[config.mk]
export PLATFORM = sky130hd
export DESIGN_NAME = counter_arbiter
export DESIGN_NICKNAME = d
export VERILOG_FILES = /design/src/rtl/counter_arbiter_pkg.sv /design/src/rtl/interval_counter.sv /design/src/rtl/counter_arbiter.sv
export SDC_FILE = /design/constraint.sdc
export NUM_CORES = 1
export LEC_CHECK = 0
export CAP_MARGIN = 20
export CORE_ASPECT_RATIO = 0.9
export CORE_MARGIN = 1
export CORE_UTILIZATION = 30
export CTS_BUF_LIST = sky130_fd_sc_hd__clkbuf_4
export DETAILED_ROUTE_END_ITERATION = 16
export GPL_TIMING_DRIVEN = 0
export PLACE_DENSITY = 0.56
export SLEW_MARGIN = 20
export SYNTH_ARGS = -nofsm -noshare
export SYNTH_HDL_FRONTEND = slang
export SYNTH_SLANG_ARGS = --single-unit
[constraint.sdc]
create_clock -name clock -period 2.7 [get_ports clock]
set_clock_uncertainty 0.05 [all_clocks]
set_input_delay 0.405 -clock clock [delete_from_list [all_inputs] [get_ports clock]]
set_output_delay 0.405 -clock clock [all_outputs]
set_load 0.005 [all_outputs]
[src/rtl/counter_arbiter_pkg.sv]
// Shared definitions for the counter arbiter: FSM state encoding and an
// index-width helper used to size owner/pointer fields.
package counter_arbiter_pkg;

  typedef enum logic [1:0] {
    IDLE = 2'd0,
    RUN  = 2'd1,
    DONE = 2'd2
  } state_e;

  function automatic int clog2(input int n);
    int r;
    r = 0;
    for (int i = 0; i < 31; i++)
      if ((1 << i) < n) r = i + 1;
    return r;
  endfunction

endpackage

[src/rtl/interval_counter.sv]
// WIDTH-bit up-counter with synchronous clear (priority) and enable.
module interval_counter #(
  parameter int WIDTH = 4
) (
  input  logic             clock,
  input  logic             reset,
  input  logic             clr,
  input  logic             en,
  output logic [WIDTH-1:0] count
);

  logic [WIDTH-1:0] count_q, count_d;

  always_comb begin
    count_d = count_q;
    if (clr)     count_d = '0;
    else if (en) count_d = count_q + WIDTH'(1);
  end

  always_ff @(posedge clock or negedge reset) begin
    if (!reset) count_q <= '0;
    else        count_q <= count_d;
  end

  assign count = count_q;

endmodule

[src/rtl/counter_arbiter.sv]
// Round-robin arbiter that lends one shared interval counter to NREQ
// requesters; the grantee keeps it until its interval completes or it withdraws.
module counter_arbiter
  import counter_arbiter_pkg::*;
#(
  parameter  int NREQ  = 4,
  parameter  int WIDTH = 4,
  localparam int IW    = clog2(NREQ)
) (
  input  logic                  clock,
  input  logic                  reset,
  input  logic [NREQ-1:0]       req,
  input  logic [NREQ*WIDTH-1:0] len,
  output logic [NREQ-1:0]       gnt,
  output logic                  busy,
  output logic                  done,
  output logic                  abort,
  output logic [IW-1:0]         owner,
  output logic [WIDTH-1:0]      count_out
);

  state_e           state_q, state_d;
  logic [NREQ-1:0]  gnt_q, gnt_d;
  logic [IW-1:0]    owner_q, owner_d;
  logic [IW-1:0]    ptr_q, ptr_d;
  logic [WIDTH-1:0] len_q, len_d;
  logic             abort_q, abort_d;
  logic             cnt_clr, cnt_en;

  logic [IW-1:0]    win, ptr_nx;
  logic [IW:0]      idx;
  logic             found;

  // First requester at or after the pointer, wrapping modulo NREQ.
  always_comb begin
    win   = '0;
    found = 1'b0;
    idx   = '0;
    for (int i = 0; i < NREQ; i++) begin
      idx = {1'b0, ptr_q} + (IW+1)'(i);
      if (idx >= (IW+1)'(NREQ)) idx = idx - (IW+1)'(NREQ);
      if (!found && req[idx[IW-1:0]]) begin
        found = 1'b1;
        win   = idx[IW-1:0];
      end
    end
  end

  assign ptr_nx = (owner_q == IW'(NREQ-1)) ? '0 : owner_q + IW'(1);

  always_comb begin
    state_d = state_q;
    gnt_d   = gnt_q;
    owner_d = owner_q;
    ptr_d   = ptr_q;
    len_d   = len_q;
    abort_d = 1'b0;
    cnt_clr = 1'b0;
    cnt_en  = 1'b0;
    case (state_q)
      IDLE: begin
        if (found) begin
          gnt_d      = '0;
          gnt_d[win] = 1'b1;
          owner_d    = win;
          len_d      = len[win*WIDTH +: WIDTH];
          cnt_clr    = 1'b1;
          state_d    = RUN;
        end
      end
      RUN: begin
        // Withdrawal wins over completion on the same edge.
        if (!req[owner_q]) begin
          gnt_d   = '0;
          abort_d = 1'b1;
          ptr_d   = ptr_nx;
          state_d = IDLE;
        end else if (count_out == len_q) begin
          state_d = DONE;
        end else begin
          cnt_en = 1'b1;
        end
      end
      DONE: begin
        gnt_d   = '0;
        ptr_d   = ptr_nx;
        state_d = IDLE;
      end
      default: state_d = IDLE;
    endcase
  end

  always_ff @(posedge clock or negedge reset) begin
    if (!reset) begin
      state_q <= IDLE;
      gnt_q   <= '0;
      owner_q <= '0;
      ptr_q   <= '0;
      len_q   <= '0;
      abort_q <= 1'b0;
    end else begin
      state_q <= state_d;
      gnt_q   <= gnt_d;
      owner_q <= owner_d;
      ptr_q   <= ptr_d;
      len_q   <= len_d;
      abort_q <= abort_d;
    end
  end

  interval_counter #(.WIDTH(WIDTH)) u_cnt (
    .clock (clock),
    .reset (reset),
    .clr   (cnt_clr),
    .en    (cnt_en),
    .count (count_out)
  );

  assign gnt   = gnt_q;
  assign busy  = (state_q != IDLE);
  assign done  = (state_q == DONE);
  assign abort = abort_q;
  assign owner = owner_q;

endmodule

==> impl_metrics.yaml <==
drt:
  wl_per_cell_um: 13.5
  drt_pass1_iterations: 4
  postRouteAntennaNets: 0
  via_per_inst: 5.22
  drtIter0Drc: 48
  drc: 0
  wirelength_um: 2750
  vias: 1065
global_routing:
  grt_max_degree: 20
  antenna_found_initial: 0
  grt_pass1_wl_um: 4920
  gr-usage-all-layers_pct: 14.3
  grt_pass1_vias: 1026
  grt_overflow: 0
floorplan:
  dieWidth_um: 69.3
  fp.dieArea_um2: 4330
  core-area_um2: 3810
  io_pins: 35
  rows: 21
  die_h_um: 62.5
  start_util_pct: 32.1
final_layout:
  drive_gt1_share_pct: 12.7
  nNetsFinal: 187
  area.growth.synth_to_final_pct: 34.8
  fin_area_um2: 1650
  diodes: 0
  fillers: 364
clock_network:
  cts_buffer_depth: 2
  cts_buffers: 3
  cts_resized: 0
  clock_latency_ns: 0.30
  cts_setup_buffers: 0
  cts-htree-levels: 1
  cts_tree: "done"
  cts_root_buffer: "clkbuf_4"
  hold_buffers: 0
  clk_pin_slew_ns: 0.12
  cts_sinks: 19
setup_path:
  worstSetupPathType: "in2reg"
  start_kind: "primary input"
  crit_arrival_ns: 2.28
  required_ns: 2.89
  r2r_slack_ns: 0.82
  end_kind: "flop"
  critPathMaxFanout: 10
timing:
  min_period_ns: 2.09
  rsz0062_at_grt: "no"
  setup_viol: 0
  timing.slew.headroom_pct: 43.6
  worstMarginPinSlew_ns: 0.844
  finalSetupTns_ns: 0
  fmax_mhz: 479
  period_share_pct: 77.4
  report.final.slew_viol_count: 0
  hold_viol: 0
yosys:
  yosysMostFrequentCell: "dfrtp_1"
  ys_seq_area_share_pct: 38.9
  netlist.area_leader.share_pct: 38.9
  yosys-top-cells-area: "dfrtp_1, ha_1, nand4_1"
  synth_area_leader_cell: "dfrtp_1"
  synth_enable_flop_cells: 0
  async_reset_ff_share_pct: 100
  yosys.cell_types.count: 40
  ys.warnings.count: 0
  postSynthAreaPerCell_um2: 10.2
  synthCells: 120
  netlist_top_cells_count: "dfrtp_1, o21ai_0, nand2_1, nand4_1, nand3_1"
  yosys_most_used_dff: "dfrtp_1"
  syn-num-nets: 148
  synthesis.area_um2: 1220
  ys_ff_latch: 19
placement:
  place_congestion: 0.809
  place_area_um2: 1620
  io_buffers: 34
  dp_hpwl_um: 2170
outcome:
  outcome: "complete, no violations"
flow_run:
  maxCapViolCount: 0
hold_path:
  hp-class: "reg2reg"
power:
  p_leak_nw: 0.702
  ir_worst_vdd_v: 0.000265
  pwr_density_cell_nw_per_um2: 954
[stage by stage]
stage	setup WS [ns]	utilization [%]	power, mW	hold WS, ns	std cells
after floorplan	1.10	-	1.12	0.0594	120
after global placement	0.291	42.5	1.41	0.440	200
after detailed placement	0.281	42.5	1.43	0.453	200
after CTS	0.606	43.2	1.59	0.481	204
after global routing	0.495	43.2	1.72	0.498	204
final	0.611	43.2	1.57	0.472	204
[final cells by class]
cell class | count | area (um2) | share of cell area, %
Clock inverter | 1 | 5.00 | 0.304
Multi-Input combinational cell | 93 | 713 | 43.3
Tap cell | 46 | 57.6 | 3.50
Inverter | 4 | 15.0 | 0.912
Buffer | 4 | 17.5 | 1.06
Timing Repair Buffer | 34 | 340 | 20.7
Clock buffer | 3 | 22.5 | 1.37
Sequential cell | 19 | 475 | 28.9
[cell families (layout without fill, tap and decap cells)]
kind of cell | after synthesis | count (layout) | share of synthesized area, %
AOI/OAI and AO/OA | 30 | 30 | 19.6
xor gates and xnor gates | 5 | 5 | 3.59
adders and majority gates | 6 | 6 | 6.15
buffers and inverters | 8 | 46 | 2.66
DFF | 19 | 19 | 38.9
muxes | 5 | 5 | 5.23
and+or+nand+nor | 47 | 47 | 23.9
[placed cells by master, fill, tap and decap left out, drive strengths merged, types with 2 or more instances in the layout]
cell | netlist | routed
nor2 | 6 | 6
nand2b | 3 | 3
nand3 | 8 | 8
nand4 | 10 | 10
mux2i | 3 | 3
nand3b | 2 | 2
a22o | 4 | 4
ha | 6 | 6
buf | 3 | 3
o21ai | 11 | 11
a21oi | 3 | 3
nand2 | 11 | 11
o211a | 4 | 4
clkbuf | 1 | 4
clkdlybuf4s50 | 0 | 34
xnor2 | 5 | 5
inv | 4 | 4
dfrtp | 19 | 19
[where the power goes]
group	total [mW]	switching, mW	internal (mW)
sequential	0.503	0.103	0.400
clock	0.147	0.0916	0.0552
combinational	0.920	0.458	0.463
[worst paths after layout]
| kind | from | end | cells after the start |
|---|---|---|---|
| worst max-delay path | req[0] | len_q[1]$_DFFE_PN0N_ | 6 |
| worst min-delay path | gnt[3]$_DFFE_PN0P_ | gnt[3]$_DFFE_PN0P_ | 1 |
| worst max register to register | state_q[1]$_DFFE_PN0P_ | len_q[1]$_DFFE_PN0N_ | 7 |
| worst min register to register | gnt[3]$_DFFE_PN0P_ | gnt[3]$_DFFE_PN0P_ | 1 |
| max in group asynchronous | reset | u_cnt.count[2]$_DFFE_PN0P_ | 1 |
| min in group asynchronous | reset | gnt[0]$_DFFE_PN0P_ | 1 |
[registers in the layout, summed over array words and instances (netlist names)]
| register | count |
|---|---|
| len_q | 4 |
| state_q | 2 |
| owner | 2 |
| abort | 1 |
| gnt | 4 |
| ptr_q | 2 |
| u_cnt.count | 4 |
[critical path: stages]
cell and delay (ns):
clkdlybuf4s50_1 0.52, nor4_1 0.61, nor2_1 0.23, buf_2 0.24, nand4_1 0.12, o211a_1 0.15
[layer usage]
layer  wire length, um  part of all wire (%)  track usage [%]
met1              1350                    49             18.6
met2              1220                    44             22.7
met4                21                  0.77             3.83
met3               154                   5.6             4.52
met5                 0                     0                0
No activity file was read; power rests on OpenSTA's default activity.
